[config.mk]
export PLATFORM = sky130hd
export DESIGN_NAME = mult_div_unit_flat
export DESIGN_NICKNAME = d
export VERILOG_FILES = /design/src/rtl/mult_div_unit_if.sv /design/src/rtl/mult_div_unit.sv /design/src/flat_wrapper.sv
export SDC_FILE = /design/constraint.sdc
export NUM_CORES = 1
export LEC_CHECK = 0
export CAP_MARGIN = 20
export CORE_MARGIN = 1.5
export CORE_UTILIZATION = 63
export CTS_CLUSTER_SIZE = 14
export DETAILED_ROUTE_END_ITERATION = 6
export PLACE_DENSITY = 0.88
export RECOVER_POWER = 25
export SLEW_MARGIN = 20
export SYNTH_ARGS = -nofsm -noshare
export SYNTH_HDL_FRONTEND = slang
export SYNTH_SLANG_ARGS = --single-unit
[constraint.sdc]
create_clock -name clk -period 7 [get_ports clk]
set_input_delay 1.4 -clock clk [delete_from_list [all_inputs] [get_ports clk]]
set_output_delay 1.4 -clock clk [all_outputs]
set_load 0.01 [all_outputs]
[src/rtl/mult_div_unit_if.sv]
// Handshake/data bundle between the CPU control path and the multiply/divide unit.
// Optional MDU_DIV_ZERO_FLAG_EN adds the div_zero status line.
interface mult_div_unit_if #(
  parameter int WIDTH = 32
);
  logic             start;
  logic [1:0]       op;
  logic [WIDTH-1:0] operand0;
  logic [WIDTH-1:0] operand1;
  logic             hi_we;
  logic             lo_we;
  logic [WIDTH-1:0] wdata;
  logic             busy;
  logic             done;
  logic [WIDTH-1:0] hi;
  logic [WIDTH-1:0] lo;
`ifdef MDU_DIV_ZERO_FLAG_EN
  logic             div_zero;
`endif

  modport master (
    output start, op, operand0, operand1, hi_we, lo_we, wdata,
`ifdef MDU_DIV_ZERO_FLAG_EN
    input  div_zero,
`endif
    input  busy, done, hi, lo
  );

  modport slave (
    input  start, op, operand0, operand1, hi_we, lo_we, wdata,
`ifdef MDU_DIV_ZERO_FLAG_EN
    output div_zero,
`endif
    output busy, done, hi, lo
  );
endinterface

[src/rtl/mult_div_unit.sv]
// Iterative MULT/MULTU/DIV/DIVU unit with architectural HI/LO registers, one bit per cycle.
// Optional macro MDU_DIV_ZERO_FLAG_EN enables the registered div_zero flag.
module mult_div_unit #(
  parameter int WIDTH = 32
) (
  input  logic            clk,
  input  logic            rst,
  mult_div_unit_if.slave  bus
);

  localparam int CW = $clog2(WIDTH + 1);

  typedef enum logic [1:0] {
    S_IDLE = 2'd0,
    S_MUL  = 2'd1,
    S_DIV  = 2'd2,
    S_DONE = 2'd3
  } state_t;

  state_t             state_q;
  logic [CW-1:0]      cnt_q;
  // Upper half: partial product / remainder; lower half: multiplier / quotient.
  logic [2*WIDTH-1:0] work_q;
  logic [WIDTH-1:0]   opb_q;
  logic               neg_res_q;
  logic               neg_rem_q;
  logic               is_div_q;
  logic               div0_q;
  logic               busy_q;
  logic               done_q;
  logic               div_zero_q;
  logic [WIDTH-1:0]   hi_q;
  logic [WIDTH-1:0]   lo_q;

  logic               a_neg_s;
  logic               b_neg_s;
  logic [WIDTH-1:0]   a_mag_s;
  logic [WIDTH-1:0]   b_mag_s;
  logic [WIDTH:0]     mul_sum_s;
  logic [2*WIDTH-1:0] mul_next_d;
  logic [WIDTH:0]     div_shift_s;
  logic [WIDTH:0]     div_diff_s;
  logic [2*WIDTH-1:0] div_next_d;
  logic [2*WIDTH-1:0] prod_fix_s;
  logic [WIDTH-1:0]   quo_fix_s;
  logic [WIDTH-1:0]   rem_fix_s;

  // Operand magnitudes, one iteration step for each datapath, and final sign fix-up.
  always_comb begin
    a_neg_s     = ~bus.op[0] & bus.operand0[WIDTH-1];
    b_neg_s     = ~bus.op[0] & bus.operand1[WIDTH-1];
    if (a_neg_s) begin
      a_mag_s = -bus.operand0;
    end else begin
      a_mag_s = bus.operand0;
    end
    if (b_neg_s) begin
      b_mag_s = -bus.operand1;
    end else begin
      b_mag_s = bus.operand1;
    end

    if (work_q[0]) begin
      mul_sum_s = {1'b0, work_q[2*WIDTH-1:WIDTH]} + {1'b0, opb_q};
    end else begin
      mul_sum_s = {1'b0, work_q[2*WIDTH-1:WIDTH]};
    end
    mul_next_d  = {mul_sum_s, work_q[WIDTH-1:1]};

    // Remainder stays below the divisor, so a WIDTH+1 bit difference carries a valid sign.
    div_shift_s = {work_q[2*WIDTH-1:WIDTH], work_q[WIDTH-1]};
    div_diff_s  = div_shift_s - {1'b0, opb_q};
    if (div_diff_s[WIDTH]) begin
      div_next_d = {div_shift_s[WIDTH-1:0], work_q[WIDTH-2:0], 1'b0};
    end else begin
      div_next_d = {div_diff_s[WIDTH-1:0], work_q[WIDTH-2:0], 1'b1};
    end

    if (neg_res_q) begin
      prod_fix_s = -work_q;
      quo_fix_s  = -work_q[WIDTH-1:0];
    end else begin
      prod_fix_s = work_q;
      quo_fix_s  = work_q[WIDTH-1:0];
    end
    if (neg_rem_q) begin
      rem_fix_s = -work_q[2*WIDTH-1:WIDTH];
    end else begin
      rem_fix_s = work_q[2*WIDTH-1:WIDTH];
    end
  end

  // Control FSM, iteration datapath and HI/LO architectural state.
  always_ff @(posedge clk or negedge rst) begin
    if (!rst) begin
      state_q    <= S_IDLE;
      cnt_q      <= {CW{1'b0}};
      work_q     <= {(2*WIDTH){1'b0}};
      opb_q      <= {WIDTH{1'b0}};
      neg_res_q  <= 1'b0;
      neg_rem_q  <= 1'b0;
      is_div_q   <= 1'b0;
      div0_q     <= 1'b0;
      busy_q     <= 1'b0;
      done_q     <= 1'b0;
      div_zero_q <= 1'b0;
      hi_q       <= {WIDTH{1'b0}};
      lo_q       <= {WIDTH{1'b0}};
    end else begin
      done_q     <= 1'b0;
      div_zero_q <= 1'b0;
      case (state_q)
        S_IDLE: begin
          if (bus.hi_we) hi_q <= bus.wdata;
          if (bus.lo_we) lo_q <= bus.wdata;
          if (bus.start) begin
            busy_q <= 1'b1;
            opb_q  <= b_mag_s;
            cnt_q  <= CW'(WIDTH);
            if (!bus.op[1]) begin
              state_q   <= S_MUL;
              work_q    <= {{WIDTH{1'b0}}, a_mag_s};
              neg_res_q <= a_neg_s ^ b_neg_s;
              neg_rem_q <= 1'b0;
              is_div_q  <= 1'b0;
              div0_q    <= 1'b0;
            end else if (bus.operand1 == {WIDTH{1'b0}}) begin
              // Divide by zero: preload the architectural result and finish next edge.
              state_q   <= S_DONE;
              work_q    <= {bus.operand0, {WIDTH{1'b1}}};
              neg_res_q <= 1'b0;
              neg_rem_q <= 1'b0;
              is_div_q  <= 1'b1;
              div0_q    <= 1'b1;
            end else begin
              state_q   <= S_DIV;
              work_q    <= {{WIDTH{1'b0}}, a_mag_s};
              neg_res_q <= a_neg_s ^ b_neg_s;
              neg_rem_q <= a_neg_s;
              is_div_q  <= 1'b1;
              div0_q    <= 1'b0;
            end
          end
        end
        S_MUL: begin
          work_q <= mul_next_d;
          cnt_q  <= cnt_q - CW'(1);
          if (cnt_q == CW'(1)) state_q <= S_DONE;
        end
        S_DIV: begin
          work_q <= div_next_d;
          cnt_q  <= cnt_q - CW'(1);
          if (cnt_q == CW'(1)) state_q <= S_DONE;
        end
        S_DONE: begin
          if (is_div_q) begin
            hi_q <= rem_fix_s;
            lo_q <= quo_fix_s;
          end else begin
            hi_q <= prod_fix_s[2*WIDTH-1:WIDTH];
            lo_q <= prod_fix_s[WIDTH-1:0];
          end
          done_q     <= 1'b1;
          div_zero_q <= div0_q;
          busy_q     <= 1'b0;
          cnt_q      <= {CW{1'b0}};
          state_q    <= S_IDLE;
        end
        default: begin
          busy_q  <= 1'b0;
          state_q <= S_IDLE;
        end
      endcase
    end
  end

  assign bus.busy = busy_q;
  assign bus.done = done_q;
  assign bus.hi   = hi_q;
  assign bus.lo   = lo_q;
`ifdef MDU_DIV_ZERO_FLAG_EN
  assign bus.div_zero = div_zero_q;
`else
  logic unused_div_zero_s;
  assign unused_div_zero_s = div_zero_q;
`endif

endmodule

[src/flat_wrapper.sv]
// flat-port wrapper written by rule: the top's interface ports become plain ports
module mult_div_unit_flat 
#(
  parameter int WIDTH = 32
)
  (clk, rst, bus_start, bus_op, bus_operand0, bus_operand1, bus_hi_we, bus_lo_we, bus_wdata, bus_busy, bus_done, bus_hi, bus_lo);
  mult_div_unit_if #(.WIDTH(WIDTH)) bus_i ();
  input  logic clk;
  input  logic rst;
  input wire logic [$bits(bus_i.start)-1:0] bus_start;
  input wire logic [$bits(bus_i.op)-1:0] bus_op;
  input wire logic [$bits(bus_i.operand0)-1:0] bus_operand0;
  input wire logic [$bits(bus_i.operand1)-1:0] bus_operand1;
  input wire logic [$bits(bus_i.hi_we)-1:0] bus_hi_we;
  input wire logic [$bits(bus_i.lo_we)-1:0] bus_lo_we;
  input wire logic [$bits(bus_i.wdata)-1:0] bus_wdata;
  output wire logic [$bits(bus_i.busy)-1:0] bus_busy;
  output wire logic [$bits(bus_i.done)-1:0] bus_done;
  output wire logic [$bits(bus_i.hi)-1:0] bus_hi;
  output wire logic [$bits(bus_i.lo)-1:0] bus_lo;
  assign bus_i.start = bus_start;
  assign bus_i.op = bus_op;
  assign bus_i.operand0 = bus_operand0;
  assign bus_i.operand1 = bus_operand1;
  assign bus_i.hi_we = bus_hi_we;
  assign bus_i.lo_we = bus_lo_we;
  assign bus_i.wdata = bus_wdata;
  assign bus_busy = bus_i.busy;
  assign bus_done = bus_i.done;
  assign bus_hi = bus_i.hi;
  assign bus_lo = bus_i.lo;
  mult_div_unit #(.WIDTH(WIDTH)) u_core (.clk(clk), .rst(rst), .bus(bus_i));
endmodule
=== After elaboration in Yosys (flattened, before gate mapping) ===
Index checks and enable logic that the tools add are counted.

* Register bits after elaboration: 173
* Bits of input ports: 103
* Output and inout bits: 66
* Word-level logic and storage cells: 74

* Add/sub/neg operators: 8
* Equality and inequality tests: 8
* Mux-type cells: 32
* Bitwise operators: 4
* Reduce and logical (&&, ||, !) cells: 11

{| class="wikitable"
|+ Operators by type and width
! cell !! count
|-
| 2-to-1 mux 64 bit || 5
|-
| 2-to-1 mux 32 bit || 8
|-
| case mux 64 bit (3 select lines) || 1
|-
| negator 32 bit || 4
|-
| case mux 32 bit (2 select lines) || 2
|-
| negator 64 bit || 1
|-
| adder 32 x 32 -> 33 bit || 1
|-
| 2-to-1 mux 33 bit || 1
|-
| subtractor 33 x 32 -> 33 bit || 1
|-
| zero test 32 bit || 1
|-
| case mux 6 bit (3 select lines) || 1
|-
| AND reduction 2 bit || 6
|-
| 2-to-1 mux 1 bit || 8
|-
| equality test 6 x 1 -> 1 bit, second input constant || 1
|-
| 2-to-1 mux 2 bit || 3
|-
| 2-to-1 mux 6 bit || 1
|-
| != test 2 bit, second input constant || 3
|-
| case mux 2 bit (3 select lines) || 1
|-
| subtractor 6 x 1 -> 6 bit, second input constant || 1
|-
| equality test 2 bit, second input constant || 2
|-
| nonzero test 3 bit || 1
|-
| bitwise AND 1 bit || 2
|-
| equality test 2 x 1 -> 1 bit, second input constant || 1
|-
| zero test 2 bit || 1
|-
| 6 further kinds || 6
|}

=== Logic depth before layout (Yosys ltp) ===
* Word-level depth: 7
* Gate-level depth with buffers: 16
* Mapped depth without buffers: 13

=== Worst setup path before layout ===
No wires, ideal clock.

* Kind: input -> register
* From: input port bus_operand1[7]
* To: register u_core.work_q[1]
* Setup time: 0.077 ns
* Arrival: 3.781 ns
* Required time: 6.923 ns
* Setup slack: 3.142 ns
* Stages on the path: 10
* Path buffers: 1
* Cell sequence: or4_1 > nor4_2 > nand3_1 > nor2b_1 > and3_1 > nor3b_2 > nor2_1 > buf_2 > a221o_1 > o21ai_1

* Word-level cells in the longest chain between the ends: 5

{| class="wikitable"
|+ RTL lines
! what !! line !! source
|-
| start, declared || flat_wrapper.sv:13 || <nowiki>input wire logic [$bits(bus_i.operand1)-1:0] bus_operand1;</nowiki>
|-
| zero test 32 bit || mult_div_unit.sv:127 || <nowiki>end else if (bus.operand1 == {WIDTH{1'b0}}) begin</nowiki>
|-
| 2-to-1 mux 64 bit || mult_div_unit.sv:127 ||
|-
| 2-to-1 mux 64 bit || mult_div_unit.sv:120 || <nowiki>if (!bus.op[1]) begin</nowiki>
|-
| 2-to-1 mux 64 bit || mult_div_unit.sv:116 || <nowiki>if (bus.start) begin</nowiki>
|-
| case mux 64 bit (3 select lines) || mult_div_unit.sv:112 || <nowiki>case (state_q)</nowiki>
|-
| end signal, assigned || mult_div_unit.sv:122 || <nowiki>work_q <= {{WIDTH{1'b0}}, a_mag_s};</nowiki>
|-
| end signal, assigned || mult_div_unit.sv:130 || <nowiki>work_q <= {bus.operand0, {WIDTH{1'b1}}};</nowiki>
|-
| end signal, assigned || mult_div_unit.sv:137 || <nowiki>work_q <= {{WIDTH{1'b0}}, a_mag_s};</nowiki>
|-
| end, declared || mult_div_unit.sv:23 || <nowiki>logic [2*WIDTH-1:0] work_q;</nowiki>
|}

Every way passes these cells. The select of a mux whose other input is x is not followed.
A chain may end at the register's enable or synchronous reset.

=== Worst setup path after layout ===
* From: input port bus_operand1[7]
* To: register u_core.work_q[18]

Same word-level chain as after synthesis.

==> flow_summary.toml <==
[status]
status = "complete, no violations"

[logic_synthesis]
synth.avg_cell_area_um2 = 7.91
ys_ff_latch = 173
netlist_area_um2 = 15000
netlist-cell-type-count = 80
yosys.area.top_type_share_pct = 28.8
postSynthCellCount = 1901
yosysTopAreaCell = "dfrtp_1"
syn_nets = 2080
yosys_warnings = 0
yosysSeqAreaShare_pct = 28.8
ys_top_cells_by_area = "dfrtp_1, ha_1, o21ai_0"
synth_enable_flop_cells = 0
synthArstFlopShare_pct = 100
ys.flop_type = "dfrtp_1"

[critical_path]
cp_slowest_cell = "or4_1"
criticalPathCategory = "input port to flip-flop"
r2r-end = "u_core.work_q[61]$_DFFE_PN0P_"
required_ps = 7380
r2r_start = "u_core.work_q[32]$_DFFE_PN0P_"
critPathCaptureType = "flip-flop"
cp_max_fo = 28
critPathArrivalTime_ps = 5040
ff2ff_setup_slack_ps = 2370
critPathLaunchType = "input port"
cp_common_cell = "buf_4"
worstRegToRegCells = 13
slowest_delay_ps = 630
crit_chain = "clkdlybuf4s50_1 > or4_1 > nor4_2 > nand3_1 > nor2b_1 > and3_1 > nor3b_2 > buf_4 > nor2_1 > buf_4 > a221oi_1 > a21o_1"

[flow_run]
drv_cap = 0

[die]
ios = 169
start_util_pct = 64.0
die_x_um = 157
die_area_um2 = 24800
core_area_um2 = 23500
rows = 56
die_h_um = 157

[cells_and_area]
nNetsFinal = 2156
final_layout_size_suffix_gt1_share_pct = 4.22
area_delta_synth_final_pct = 15.6
final_cell_mix = "nand2_1, dfrtp_1, o21ai_0"
final_cells = 2310
final_area_um2 = 17400
final_common_cell = "nand2_1"

[power]
ir_worst_vdd_uv = 260
powerDensity_nw_per_um2 = 584
power_leakage_nw = 7.45

[placement]
dpl.hpwl_um = 35600
place_area_um2 = 16800
port-buffer-count = 168
dp_cells = 2277
gp_congestion = 0.995
pre_cts_slack_ps = 1930

[clocking]
clock_path_buffers = 2
clk_pin_slew_ps = 70
cts_tree = "done"
cts_buffers = 17
cts_resized = 0
clock_latency_ps = 450
htreeDepth = 4
post_cts_buffers = 0
clock_sinks = 173
ctsHoldBuffers = 0
root_buffer = "clkbuf_16"

[timing]
period_share_pct = 66.5
worst_slack_ps = 2350
worstMarginPinSlew_ps = 1140
slew_violations = 0
finalSetupTns_ps = 0
fmax_mhz = 215
setup_viol = 0
fin_skew_ps = 15.3
min_period_ps = 4650
rsz0062_at_grt = "no"
report.final.hold_viol_count = 0
slew_headroom_pct = 23.6

[detailed_routing]
drc = 0
ant_nets = 0
wl_um = 47700
vias = 15230
drt_pass1_iterations = 6
drt-initial-drc-count = 1783
vias_per_cell = 6.59
wl_per_cell_um = 20.7

[global_route]
grt-ovfl-total = 0
antenna_found_initial = 1
grt_pass1_vias = 14278
grt_pass1_wl_um = 74200
grt_max_degree = 107
grt_usage_pct = 38.5

[worst_hold_path]
holdPathStages = 2
hold_end = "u_core.bus.lo[9]$_DFFE_PN0P_"
hp-class = "flip-flop to flip-flop"
min_from = "u_core.bus.lo[9]$_DFFE_PN0P_"
logic make-up (layout without fill, tap and decap cells):
group	after synthesis	after routing	synth area share, %
XOR/XNOR	171	171	9.96
flip-flops	173	173	28.8
AND/OR/NAND/NOR	570	570	18.4
AO/OA/AOI/OAI	672	672	28.4
multiplexers	44	44	3.00
adder cells (fa/ha/maj)	76	76	6.43
buffers and inverters	195	284	5.01
other	0	1	0
worst max-delay path: cells and delay by family:
| family | cells | cell delay (ps) |
|---|---|---|
| compound gates | 2 | 470 |
| buf+inv | 3 | 1100 |
| simple gates | 7 | 2060 |
registers in the layout, indices dropped and copies added, names as in the netlist:
name              cells
u_core.work_q        64
u_core.bus.hi        32
u_core.bus.lo        32
u_core.opb_q         32
u_core.cnt_q          6
u_core.state_q        2
u_core.bus.busy       1
u_core.bus.done       1
u_core.is_div_q       1
u_core.neg_rem_q      1
u_core.neg_res_q      1
cells in the mapped netlist (33+ instances only):
library cell	count
a22oi_1	33
a21oi_1	162
xnor2_1	83
dfrtp_1	173
inv_1	70
mux2i_1	35
clkbuf_1	93
nor3_1	50
a21o_1	65
a221oi_1	45
o21ai_0	172
ha_1	74
nor2_1	130
nand2_1	213
xor2_1	88
per-stage QoR:
stage                     hold WS [ps]  util, %  total power, mW
after floorplan                    473        -             7.03
after global placement             460     71.5             8.69
after detailed placement           466     71.5             8.91
after CTS                          483     74.1             9.96
after global routing               509     74.0             10.9
final                              477     74.0             10.1
report_power, final:
part	internal (mW)	total (mW)	switching (mW)
clock	0.521	1.00	0.483
combinational	2.88	6.89	4.01
sequential	1.50	2.25	0.750
worst max path at each step:
| stage | from | cells past startpoint | to | slack (ps) |
|---|---|---|---|---|
| 3_3_place_gp | bus_operand1[7] | 12 | u_core.work_q[1]$_DFFE_PN0P_ | 2150 |
| 2_1_floorplan | bus_operand1[7] | 10 | u_core.work_q[1]$_DFFE_PN0P_ | 3140 |
| 4_1_cts | bus_operand1[7] | 12 | u_core.work_q[16]$_DFFE_PN0P_ | 2370 |
| 6_report | bus_operand1[7] | 12 | u_core.work_q[18]$_DFFE_PN0P_ | 2350 |
| 5_1_grt | bus_operand1[7] | 12 | u_core.work_q[18]$_DFFE_PN0P_ | 2110 |
| 3_5_place_dp | bus_operand1[7] | 12 | u_core.work_q[16]$_DFFE_PN0P_ | 1930 |
area by class of cell:
cell class / count / area (um2)
tap: 319 / 399
timing repair buffer: 182 / 1790
sequential: 173 / 4330
multi-input combinational: 1533 / 9990
clock inverter: 14 / 169
antenna: 1 / 2.50
inverter: 70 / 263
clock buffer: 18 / 439
fill: 1793 / 6090
layer usage:
metal,up-vias,share of wire [%],global-route usage (%),routed length (um)
li1,7070,-,-,-
met1,7043,39,47.9,18700
met2,905,45,61.9,21400
met3,212,10,8.65,4810
met4,0,5.8,21.2,2790
met5,-,0,0,0
(Power assumes the default switching activity.)
